**src/rtl/mips_ctrl_pkg.sv**
```systemverilog
// mips_ctrl_pkg: shared types and constants for the multi-cycle MIPS control unit.
//   state_e      : FSM state encoding (BOOT=0 .. WB=5), also exported on the debug port
//   class_e      : instruction class captured in DECODE
//   OPC_* / FN_* : primary opcode and R-type funct field values that are supported
//   ALU_*        : 3-bit ALU operation codes driven on op
//   funct_decode : funct -> {known, alu op}
package mips_ctrl_pkg;

  typedef enum logic [2:0] {
    ST_BOOT   = 3'd0,
    ST_FETCH  = 3'd1,
    ST_DECODE = 3'd2,
    ST_EXEC   = 3'd3,
    ST_MEM    = 3'd4,
    ST_WB     = 3'd5
  } state_e;

  typedef enum logic [2:0] {
    CL_R    = 3'd0,
    CL_LW   = 3'd1,
    CL_SW   = 3'd2,
    CL_BEQ  = 3'd3,
    CL_ADDI = 3'd4,
    CL_J    = 3'd5,
    CL_ILL  = 3'd6
  } class_e;

  localparam logic [5:0] OPC_RTYPE = 6'h00;
  localparam logic [5:0] OPC_J     = 6'h02;
  localparam logic [5:0] OPC_BEQ   = 6'h04;
  localparam logic [5:0] OPC_ADDI  = 6'h08;
  localparam logic [5:0] OPC_LW    = 6'h23;
  localparam logic [5:0] OPC_SW    = 6'h2b;

  localparam logic [5:0] FN_ADD = 6'h20;
  localparam logic [5:0] FN_SUB = 6'h22;
  localparam logic [5:0] FN_AND = 6'h24;
  localparam logic [5:0] FN_OR  = 6'h25;
  localparam logic [5:0] FN_SLT = 6'h2a;

  localparam logic [2:0] ALU_AND = 3'b000;
  localparam logic [2:0] ALU_OR  = 3'b001;
  localparam logic [2:0] ALU_ADD = 3'b010;
  localparam logic [2:0] ALU_SUB = 3'b110;
  localparam logic [2:0] ALU_SLT = 3'b111;

  // Returns {known, op}; an unknown funct reports known=0 with op=add.
  function automatic logic [3:0] funct_decode(input logic [5:0] funct);
    logic [3:0] r;
    case (funct)
      FN_ADD:  r = {1'b1, ALU_ADD};
      FN_SUB:  r = {1'b1, ALU_SUB};
      FN_AND:  r = {1'b1, ALU_AND};
      FN_OR:   r = {1'b1, ALU_OR};
      FN_SLT:  r = {1'b1, ALU_SLT};
      default: r = {1'b0, ALU_ADD};
    endcase
    return r;
  endfunction

endpackage

```
**src/rtl/mips_ins_decode.sv**
```systemverilog
// mips_ins_decode: purely combinational instruction classifier.
//   ins         in  32 : instruction word from yIF
//   cls         out 3  : class_e value (R, LW, SW, BEQ, ADDI, J, ILL)
//   op          out 3  : ALU operation for this instruction
//   illegal_hit out 1  : opcode or R-type funct not supported
// Non-R instructions carry no funct: loads, stores and addi use add for the
// address/immediate sum, beq uses subtract so yEX can raise zero.
module mips_ins_decode
  import mips_ctrl_pkg::*;
(
  input  logic [31:0] ins,
  output logic [2:0]  cls,
  output logic [2:0]  op,
  output logic        illegal_hit
);

  class_e     cls_s;
  logic [3:0] fd_s;
  logic       unused_ins_s;

  // Register/immediate fields are datapath business, not control.
  assign unused_ins_s = ^ins[25:6];

  assign fd_s = funct_decode(ins[5:0]);

  // Classify by opcode, then by funct for R-type.
  always_comb begin
    cls_s = CL_ILL;
    op    = ALU_ADD;
    case (ins[31:26])
      OPC_RTYPE: begin
        if (fd_s[3]) begin
          cls_s = CL_R;
          op    = fd_s[2:0];
        end else begin
          cls_s = CL_ILL;
          op    = ALU_ADD;
        end
      end
      OPC_LW:   cls_s = CL_LW;
      OPC_SW:   cls_s = CL_SW;
      OPC_ADDI: cls_s = CL_ADDI;
      OPC_J:    cls_s = CL_J;
      OPC_BEQ: begin
        cls_s = CL_BEQ;
        op    = ALU_SUB;
      end
      default: begin
        cls_s = CL_ILL;
        op    = ALU_ADD;
      end
    endcase
  end

  assign cls         = cls_s;
  assign illegal_hit = (cls_s == CL_ILL);

endmodule

```
**src/rtl/mips_ctrl_fsm.sv**
```systemverilog
// mips_ctrl_fsm: multi-cycle control sequencer for the yIF/yID/yEX/yDM/yWB/yPC datapath.
//   clk, rst (sync, active-high), run (leave FETCH), ins (from yIF), zero (ALU flag, used by yPC)
//   INT, pc_en                    : PC load-entry-point / PC update strobes
//   RegDst, RegWrite, ALUSrc, Mem2Reg, MemRead, MemWrite : datapath controls
//   branch, jump                  : yPC next-PC select
//   op                            : ALU operation, captured in DECODE and held
//   illegal                       : sticky unsupported-instruction flag
//   state                         : current FSM state for debug
// Optional build macro CTRL_PERF_CNT_EN adds retired[31:0] and cycles[31:0] counters.
// All outputs are Moore: decoded from the state register and the class/op captured
// in DECODE, so ins has no combinational path to any strobe.
module mips_ctrl_fsm
  import mips_ctrl_pkg::*;
#(
  parameter int unsigned BOOT_CYCLES = 32'd1
)
(
  input  logic        clk,
  input  logic        rst,
  input  logic        run,
  input  logic [31:0] ins,
  input  logic        zero,
  output logic        INT,
  output logic        pc_en,
  output logic        RegDst,
  output logic        RegWrite,
  output logic        ALUSrc,
  output logic        Mem2Reg,
  output logic        MemRead,
  output logic        MemWrite,
  output logic        branch,
  output logic        jump,
  output logic [2:0]  op,
  output logic        illegal,
  output logic [2:0]  state
`ifdef CTRL_PERF_CNT_EN
  ,
  output logic [31:0] retired,
  output logic [31:0] cycles
`endif
);

  localparam int BCW = (BOOT_CYCLES > 32'd1) ? $clog2(BOOT_CYCLES) : 1;
  localparam logic [BCW-1:0] BOOT_LAST = BCW'(BOOT_CYCLES - 32'd1);

  state_e         state_r;
  state_e         state_nxt_s;
  class_e         cls_r;
  logic [2:0]     op_r;
  logic           illegal_r;
  logic [BCW-1:0] boot_cnt_r;

  logic [2:0]     dec_cls_s;
  logic [2:0]     dec_op_s;
  logic           dec_ill_s;
  logic           unused_zero_s;

  // zero steers yPC directly; the sequencer itself never needs it.
  assign unused_zero_s = zero;

  mips_ins_decode u_dec (
    .ins         (ins),
    .cls         (dec_cls_s),
    .op          (dec_op_s),
    .illegal_hit (dec_ill_s)
  );

  // State register.
  always_ff @(posedge clk) begin
    if (rst) begin
      state_r <= ST_BOOT;
    end else begin
      state_r <= state_nxt_s;
    end
  end

  // Boot timer plus class/op capture at the end of DECODE; illegal is sticky until rst.
  always_ff @(posedge clk) begin
    if (rst) begin
      boot_cnt_r <= '0;
      cls_r      <= CL_ILL;
      op_r       <= ALU_ADD;
      illegal_r  <= 1'b0;
    end else begin
      if (state_r == ST_BOOT) begin
        boot_cnt_r <= boot_cnt_r + BCW'(1);
      end else begin
        boot_cnt_r <= '0;
      end
      if (state_r == ST_DECODE) begin
        cls_r <= class_e'(dec_cls_s);
        op_r  <= dec_op_s;
        if (dec_ill_s) begin
          illegal_r <= 1'b1;
        end
      end
    end
  end

  // Next-state logic.
  always_comb begin
    state_nxt_s = state_r;
    case (state_r)
      ST_BOOT: begin
        if (boot_cnt_r == BOOT_LAST) state_nxt_s = ST_FETCH;
        else                         state_nxt_s = ST_BOOT;
      end
      ST_FETCH: begin
        if (run) state_nxt_s = ST_DECODE;
        else     state_nxt_s = ST_FETCH;
      end
      ST_DECODE: state_nxt_s = ST_EXEC;
      ST_EXEC: begin
        case (cls_r)
          CL_LW, CL_SW:  state_nxt_s = ST_MEM;
          CL_R, CL_ADDI: state_nxt_s = ST_WB;
          default:       state_nxt_s = ST_FETCH;   // BEQ, J, ILL retire here
        endcase
      end
      ST_MEM: begin
        if (cls_r == CL_LW) state_nxt_s = ST_WB;
        else                state_nxt_s = ST_FETCH;
      end
      ST_WB:   state_nxt_s = ST_FETCH;
      default: state_nxt_s = ST_BOOT;
    endcase
  end

  // Moore output decode; every instruction raises pc_en in exactly its last cycle.
  always_comb begin
    INT      = 1'b0;
    pc_en    = 1'b0;
    RegDst   = 1'b0;
    RegWrite = 1'b0;
    ALUSrc   = 1'b0;
    Mem2Reg  = 1'b0;
    MemRead  = 1'b0;
    MemWrite = 1'b0;
    branch   = 1'b0;
    jump     = 1'b0;
    op       = op_r;
    illegal  = illegal_r;
    state    = state_r;
    case (state_r)
      ST_BOOT: begin
        INT   = 1'b1;
        pc_en = 1'b1;
      end
      ST_FETCH, ST_DECODE: begin
        pc_en = 1'b0;
      end
      ST_EXEC: begin
        if (cls_r == CL_R || cls_r == CL_BEQ) ALUSrc = 1'b0;
        else                                  ALUSrc = 1'b1;
        case (cls_r)
          CL_BEQ: begin
            branch = 1'b1;
            pc_en  = 1'b1;
          end
          CL_J: begin
            jump  = 1'b1;
            pc_en = 1'b1;
          end
          CL_ILL:  pc_en = 1'b1;              // skip it: PC+4, no writes
          default: pc_en = 1'b0;
        endcase
      end
      ST_MEM: begin
        if (cls_r == CL_LW) begin
          MemRead = 1'b1;
        end else if (cls_r == CL_SW) begin
          MemWrite = 1'b1;
          pc_en    = 1'b1;
        end else begin
          pc_en = 1'b1;                       // unreachable class: still retire once
        end
      end
      ST_WB: begin
        RegWrite = 1'b1;
        pc_en    = 1'b1;
        RegDst   = (cls_r == CL_R);
        Mem2Reg  = (cls_r == CL_LW);
      end
      default: begin
        pc_en = 1'b0;
      end
    endcase
  end

`ifdef CTRL_PERF_CNT_EN
  logic [31:0] retired_r;
  logic [31:0] cycles_r;

  // Performance counters: BOOT cycles and the boot PC load are not counted.
  always_ff @(posedge clk) begin
    if (rst) begin
      retired_r <= 32'd0;
      cycles_r  <= 32'd0;
    end else if (state_r != ST_BOOT) begin
      cycles_r <= cycles_r + 32'd1;
      if (pc_en) begin
        retired_r <= retired_r + 32'd1;
      end
    end
  end

  assign retired = retired_r;
  assign cycles  = cycles_r;
`endif

endmodule

```
**config.mk**
```make
export PLATFORM = sky130hd
export DESIGN_NAME = mips_ctrl_fsm
export DESIGN_NICKNAME = d
export VERILOG_FILES = /design/src/rtl/mips_ctrl_pkg.sv /design/src/rtl/mips_ins_decode.sv /design/src/rtl/mips_ctrl_fsm.sv
export SDC_FILE = /design/constraint.sdc
export NUM_CORES = 1
export LEC_CHECK = 0
export CAP_MARGIN = 25
export CORE_UTILIZATION = 35
export DETAILED_ROUTE_END_ITERATION = 16
export GPL_TIMING_DRIVEN = 0
export MAX_ROUTING_LAYER = met4
export PLACE_DENSITY = 0.83
export SETUP_SLACK_MARGIN = 0.3
export SYNTH_ARGS = -nofsm -noshare
export SYNTH_HDL_FRONTEND = slang
export SYNTH_SLANG_ARGS = --single-unit
```
**constraint.sdc**
```tcl
create_clock -name clk -period 2.1 [get_ports clk]
set_input_delay 0.21 -clock clk [delete_from_list [all_inputs] [get_ports clk]]
set_output_delay 0.21 -clock clk [all_outputs]
set_load 0.01 [all_outputs]
```
# After elaboration in Yosys (flattened, before gate mapping)
# Index checks and enable logic that the tools add are counted.
classes:
  n_reduce_logical: 10
  n_bitwise: 1
  addsub: 1
  n_eq_ne: 22
  mux: 28
op_table:
  columns: ["cell", "count"]
  rows:
  - ["$eq 6x6->1 const B", 7]
  - ["$pmux 3 s6", 2]
  - ["$pmux 4 s5", 1]
  - ["$eq 3x3->1 const B", 6]
  - ["$mux 1", 18]
  - ["$eq 3x2->1 const B", 4]
  - ["$pmux 3 s2", 2]
  - ["$mux 3", 3]
  - ["$reduce_or 2->1", 4]
  - ["$eq 3x1->1 const B", 2]
  - ["$eq 6x2->1 const B", 1]
  - ["$eq 6x3->1 const B", 1]
  - ["$eq 6x4->1 const B", 1]
  - ["$logic_not 3->1", 2]
  - ["$logic_not 6->1", 1]
  - ["$pmux 1 s3", 1]
  - ["$reduce_or 3->1", 1]
  - ["$mux 2", 1]
  - ["$reduce_and 2->1", 1]
  - ["$add 1x1->1 const B", 1]
  - ["$logic_or 1x1->1", 1]
  - ["$not 1->1", 1]
word_totals:
  ff_bits: 11
  word_cells: 67

# Depth between registers and ports, before layout
logic_depth:
  word_depth: 6
  mapped_depth: 6

# Modules after synthesis
# From an unflattened synthesis, not the netlist that was laid out.
hier_totals:
  cells_unflattened: 99
  hier_area_um2: 815.8
modules_own_cells:
  columns: ["module", "instances", "area_each_um2", "cells_per_inst"]
  rows:
  - ["mips_ctrl_fsm", 1, 599.3, 68]
  - ["mips_ins_decode", 1, 216.5, 31]

# Worst setup path after synthesis
# Ideal clock, no wire load.
synth_path:
  path_kind: "reg2reg"
  start: "register state_r[1], in the netlist state[1]"
  end: "register illegal_r, in the netlist illegal"
  t_arrival_ns: 1.451
  n_path_buf: 1
  required_time_ns: 2.012
  path_stages_with_launch: 6
  setup_ns: 0.088
  setup_slack_ns: 0.561
  period_less_slack_ns: 1.539
  path_cell_list: "dfxtp_1 nand2b_1 nand2b_4 buf_6 or4_1 o32ai_2"
synth_between:
  elab_chain_cells: 2
synth_rtl:
  columns: ["item", "line_no", "rtl"]
  rows:
  - ["start: declaration", "mips_ctrl_fsm.sv:46", "state_e state_r;"]
  - ["start signal: assignment", "mips_ctrl_fsm.sv:73", "state_r <= state_nxt_s;"]
  - ["$eq 3x2->1", "mips_ctrl_fsm.sv:90", "if (state_r == ST_DECODE) begin"]
  - ["$reduce_and 2->1 (no source line)", null, null]
  - ["end signal: assignment", "mips_ctrl_fsm.sv:83", "illegal_r <= 1'b0;"]
  - ["end signal: assignment", "mips_ctrl_fsm.sv:94", "illegal_r <= 1'b1;"]
  - ["end: declaration", "mips_ctrl_fsm.sv:50", "logic illegal_r;"]
# No other way between the ends.
# A chain may end at the register's enable or synchronous reset.

# Worst setup path in the final report
layout_path:
  start: "register state_r[0], in the netlist state[0]"
  end: "output port INT"
layout_between:
  elab_chain_cells: 2
layout_rtl:
  columns: ["item", "line_no", "rtl"]
  rows:
  - ["$logic_not 3->1", "mips_ctrl_fsm.sv:144", "case (state_r)"]
  - ["$mux 1", "mips_ctrl_fsm.sv:144", null]
  - ["end: declaration", "mips_ctrl_fsm.sv:23", "output logic INT,"]
# No other way between the ends.

==> flow_metrics.env <==
export IMPL_yosysTopAreaCell="dfxtp_1"
export IMPL_synth_edf_count=0
export IMPL_synthTopCellsByCount="dfxtp_1, nor2_1, nor3_1"
export IMPL_synthTopCellsByArea="dfxtp_1, nor3b_1, nor3_1"
export IMPL_dieArea_um2=2400
export IMPL_path_max_fanout=10
export IMPL_r2r_slack_ns=0.51
export IMPL_critPathLaunchType="register"
export IMPL_dp_hpwl_um=1490
export IMPL_reg2regPathDepth=5
export IMPL_outcome="finished, final reports clean"
export IMPL_ys_warn_count=0
export IMPL_cts_tree="yes"
export IMPL_antenna_found_initial=0
export IMPL_slowest_delay_ns=0.59
export IMPL_grt_ovfl_total=0
export IMPL_synth_most_common_cell="dfxtp_1"
export IMPL_initial_core_util_pct=38.2
export IMPL_hp_class="primary input to register"
export IMPL_antenna_left=0
export IMPL_final_period_utilization_pct=85.7
export IMPL_cp_required_ns=1.89
export IMPL_finalMaxSlewViolations=0
export IMPL_cts_clk_slew_worst_paths_ns=0.07
export IMPL_rows=16
export IMPL_whs_path_depth=2
export IMPL_leakagePower_nw=0.461
export IMPL_pwr_density_cell_nw_per_um2=462
export IMPL_place_worst_setup_slack_ns=0.0503
export IMPL_hold_path_endpoint="boot_cnt_r"
export IMPL_clock_latency_ns=0.26
export IMPL_crit_family="buffers and inverters"
export IMPL_cp_arrival_ns=1.59
export IMPL_routedWlPerCell_um=11.9
export IMPL_r2r_start="state[1]"
export IMPL_synth_area_mux_share_pct=1.29
export IMPL_ir_drop_mv=0.251
export IMPL_fin_tns_setup_ns=0
export IMPL_antennaDiodeCount=0
export IMPL_wirelength_um=1880
export IMPL_clock_sinks=11
export IMPL_timing_rr_end="illegal"
export IMPL_fmax_mhz=556
export IMPL_ys_ff_latch=11
export IMPL_hold_violations=0
export IMPL_synthCells=97
export IMPL_synthesis_area_um2=773
export IMPL_seq_area_frac_synth_pct=28.5
export IMPL_startpoint="state[0]"
export IMPL_die_h_um=49
export IMPL_die_x_um=49
export IMPL_synth_adder_area_share_pct=0
export IMPL_maxCapViolations=0
export IMPL_setup_violations=0
export IMPL_grt_max_degree=11
export IMPL_fin_ws_ns=0.300
export IMPL_layout_drive_gt1_share_pct=19.1
export IMPL_async_reset_ff_share_pct=0
export IMPL_route_detailed_drc=0
export IMPL_grt_pass1_vias=744
export IMPL_hold_start="rst"
export IMPL_via_per_inst=5.34
export IMPL_gp_congestion=0.832
export IMPL_min_period_ns=1.80
export IMPL_grt_usage_pct=16.7
export IMPL_worstMarginPinSlew_ns=0.346
export IMPL_cts_root_buffer="clkbuf_4"
export IMPL_initialDrtViolationCount=17
export IMPL_path_buf_inv=2
export IMPL_synth_top_area_share_pct=28.5
export IMPL_numPortBuffers=30
export IMPL_synth_nets=133
export IMPL_cts_max_level=1
export IMPL_synth_xor_area_share_pct=1.13
export IMPL_yosys_area_share_simple_pct=41.7
export IMPL_ys_types=42
export IMPL_vias=844
export IMPL_avgSynthCellArea_um2=7.97
export IMPL_ys_flop_type="dfxtp_1"
export IMPL_coreArea_um2=2020
export IMPL_clock_path_buffers=2
export IMPL_rsz0062_at_grt="yes"
export IMPL_synth_compound_area_share_pct=21.2
export IMPL_synth_top_family_by_area="simple AND/OR/NAND/NOR gates"
export IMPL_ios=53
export IMPL_fin_skew_ns=0.00106
export IMPL_path_class="register to primary output"
export IMPL_worst_path_max_delay_cell="clkdlybuf4s50_1"
export IMPL_nFillCells=205
export IMPL_cp_cell_sequence="buf_6 > nor3_1 > clkdlybuf4s50_1"
export IMPL_numCtsBuffers=3
export IMPL_grt_first_pass_wirelength_um=3070
export IMPL_cts_setup_buffers=0
export IMPL_first_pass_iters=5
export IMPL_area_growth_pct=50.2
export IMPL_slew_headroom_pct=76.7
export IMPL_nets=168
export IMPL_end_kind="primary output"
placed cells by master (no fill, tap or decap), drive strengths merged, types with 2 or more instances in the layout:
| cell | count |
|---|---|
| clkdlybuf4s50 | 21 |
| dfxtp | 11 |
| clkbuf | 10 |
| nor2 | 9 |
| nor3 | 8 |
| nand2 | 7 |
| nor3b | 7 |
| dlygate4sd2 | 6 |
| nand2b | 6 |
| inv | 4 |
| nor2b | 3 |
| nand3 | 3 |
| a31oi | 3 |
| a211oi | 3 |
| buf | 2 |
| o211ai | 2 |
| a21oi | 2 |
| nor4 | 2 |
| or4 | 2 |
| and3 | 2 |
power by group:
group	internal, mW	leakage [nW]	switching (mW)
Sequential	0.222	0.0900	0.0116
Clock	0.0733	0.0150	0.0644
Combinational	0.0905	0.356	0.0748
worst max path at each step:
stage	slack [ns]	cells after the start	endpoint
global route	0.22	3	INT
finish	0.30	3	INT
CTS	0.21	6	pc_en
global placement	0.08	6	pc_en
detailed placement	0.05	6	pc_en
floorplan	0.56	5	illegal
worst reg2reg max path: cells and delay by family, from the launching register on:
kind	cells	cell delay, ns
flops	1	0.40
buf+inv	1	0.12
simple gates	3	0.78
compound gates	1	0.19
cell type report:
cell class                      instances  area [um2]  share of cell area [%]
Inverter                                4        15.0                    1.29
Multi-Input combinational cell         76         529                    45.6
Buffer                                  6        50.0                    4.31
Clock buffer                            4        26.3                    2.26
Sequential cell                        11         224                    19.3
Timing Repair Buffer                   30         283                    24.4
Tap cell                               27        33.8                    2.91
metrics by stage:
stage / util, % / power (mW) / instances / area (um2) / hold slack (ns)
final: 57.4 / 0.537 / 158 / 1160 / 0.261
after global routing: 57.4 / 0.575 / 158 / 1160 / 0.265
after CTS: 56.1 / 0.534 / 158 / 1130 / 0.251
after detailed placement: 54.8 / 0.393 / 154 / 1110 / 0.417
after global placement: 54.8 / 0.389 / 154 / 1110 / 0.410
after floorplan: - / 0.320 / 97 / 773 / 0.383
sequential cells by signal, summed over array words and instances (netlist names):
name	cells
op	3
illegal	1
cls_r	3
state	3
boot_cnt_r	1
logic make-up (layout without fill, tap and decap cells):
family | Yosys count | count (layout)
buf+inv | 10 | 44
simple gates | 53 | 53
xor+xnor | 1 | 1
mux | 1 | 1
flops | 11 | 11
compound gates | 21 | 21
what timing repair did:
action | 4_1_cts | 5_1_grt
resized for setup | 14 | 18
endpoints found under the hold margin | 0 | 0
setup endpoints to repair | 10 | 11
hold buffers | 0 | 0
routing by layer:
metal  track usage [%]  up-vias  wire length (um)
li1                  -      436                 -
met1              18.2      381               839
met2              30.3       27               958
met3              2.80        0                82
met4              5.88        0                 0
met5                 -        -                 0
(Power assumes the default switching activity.)
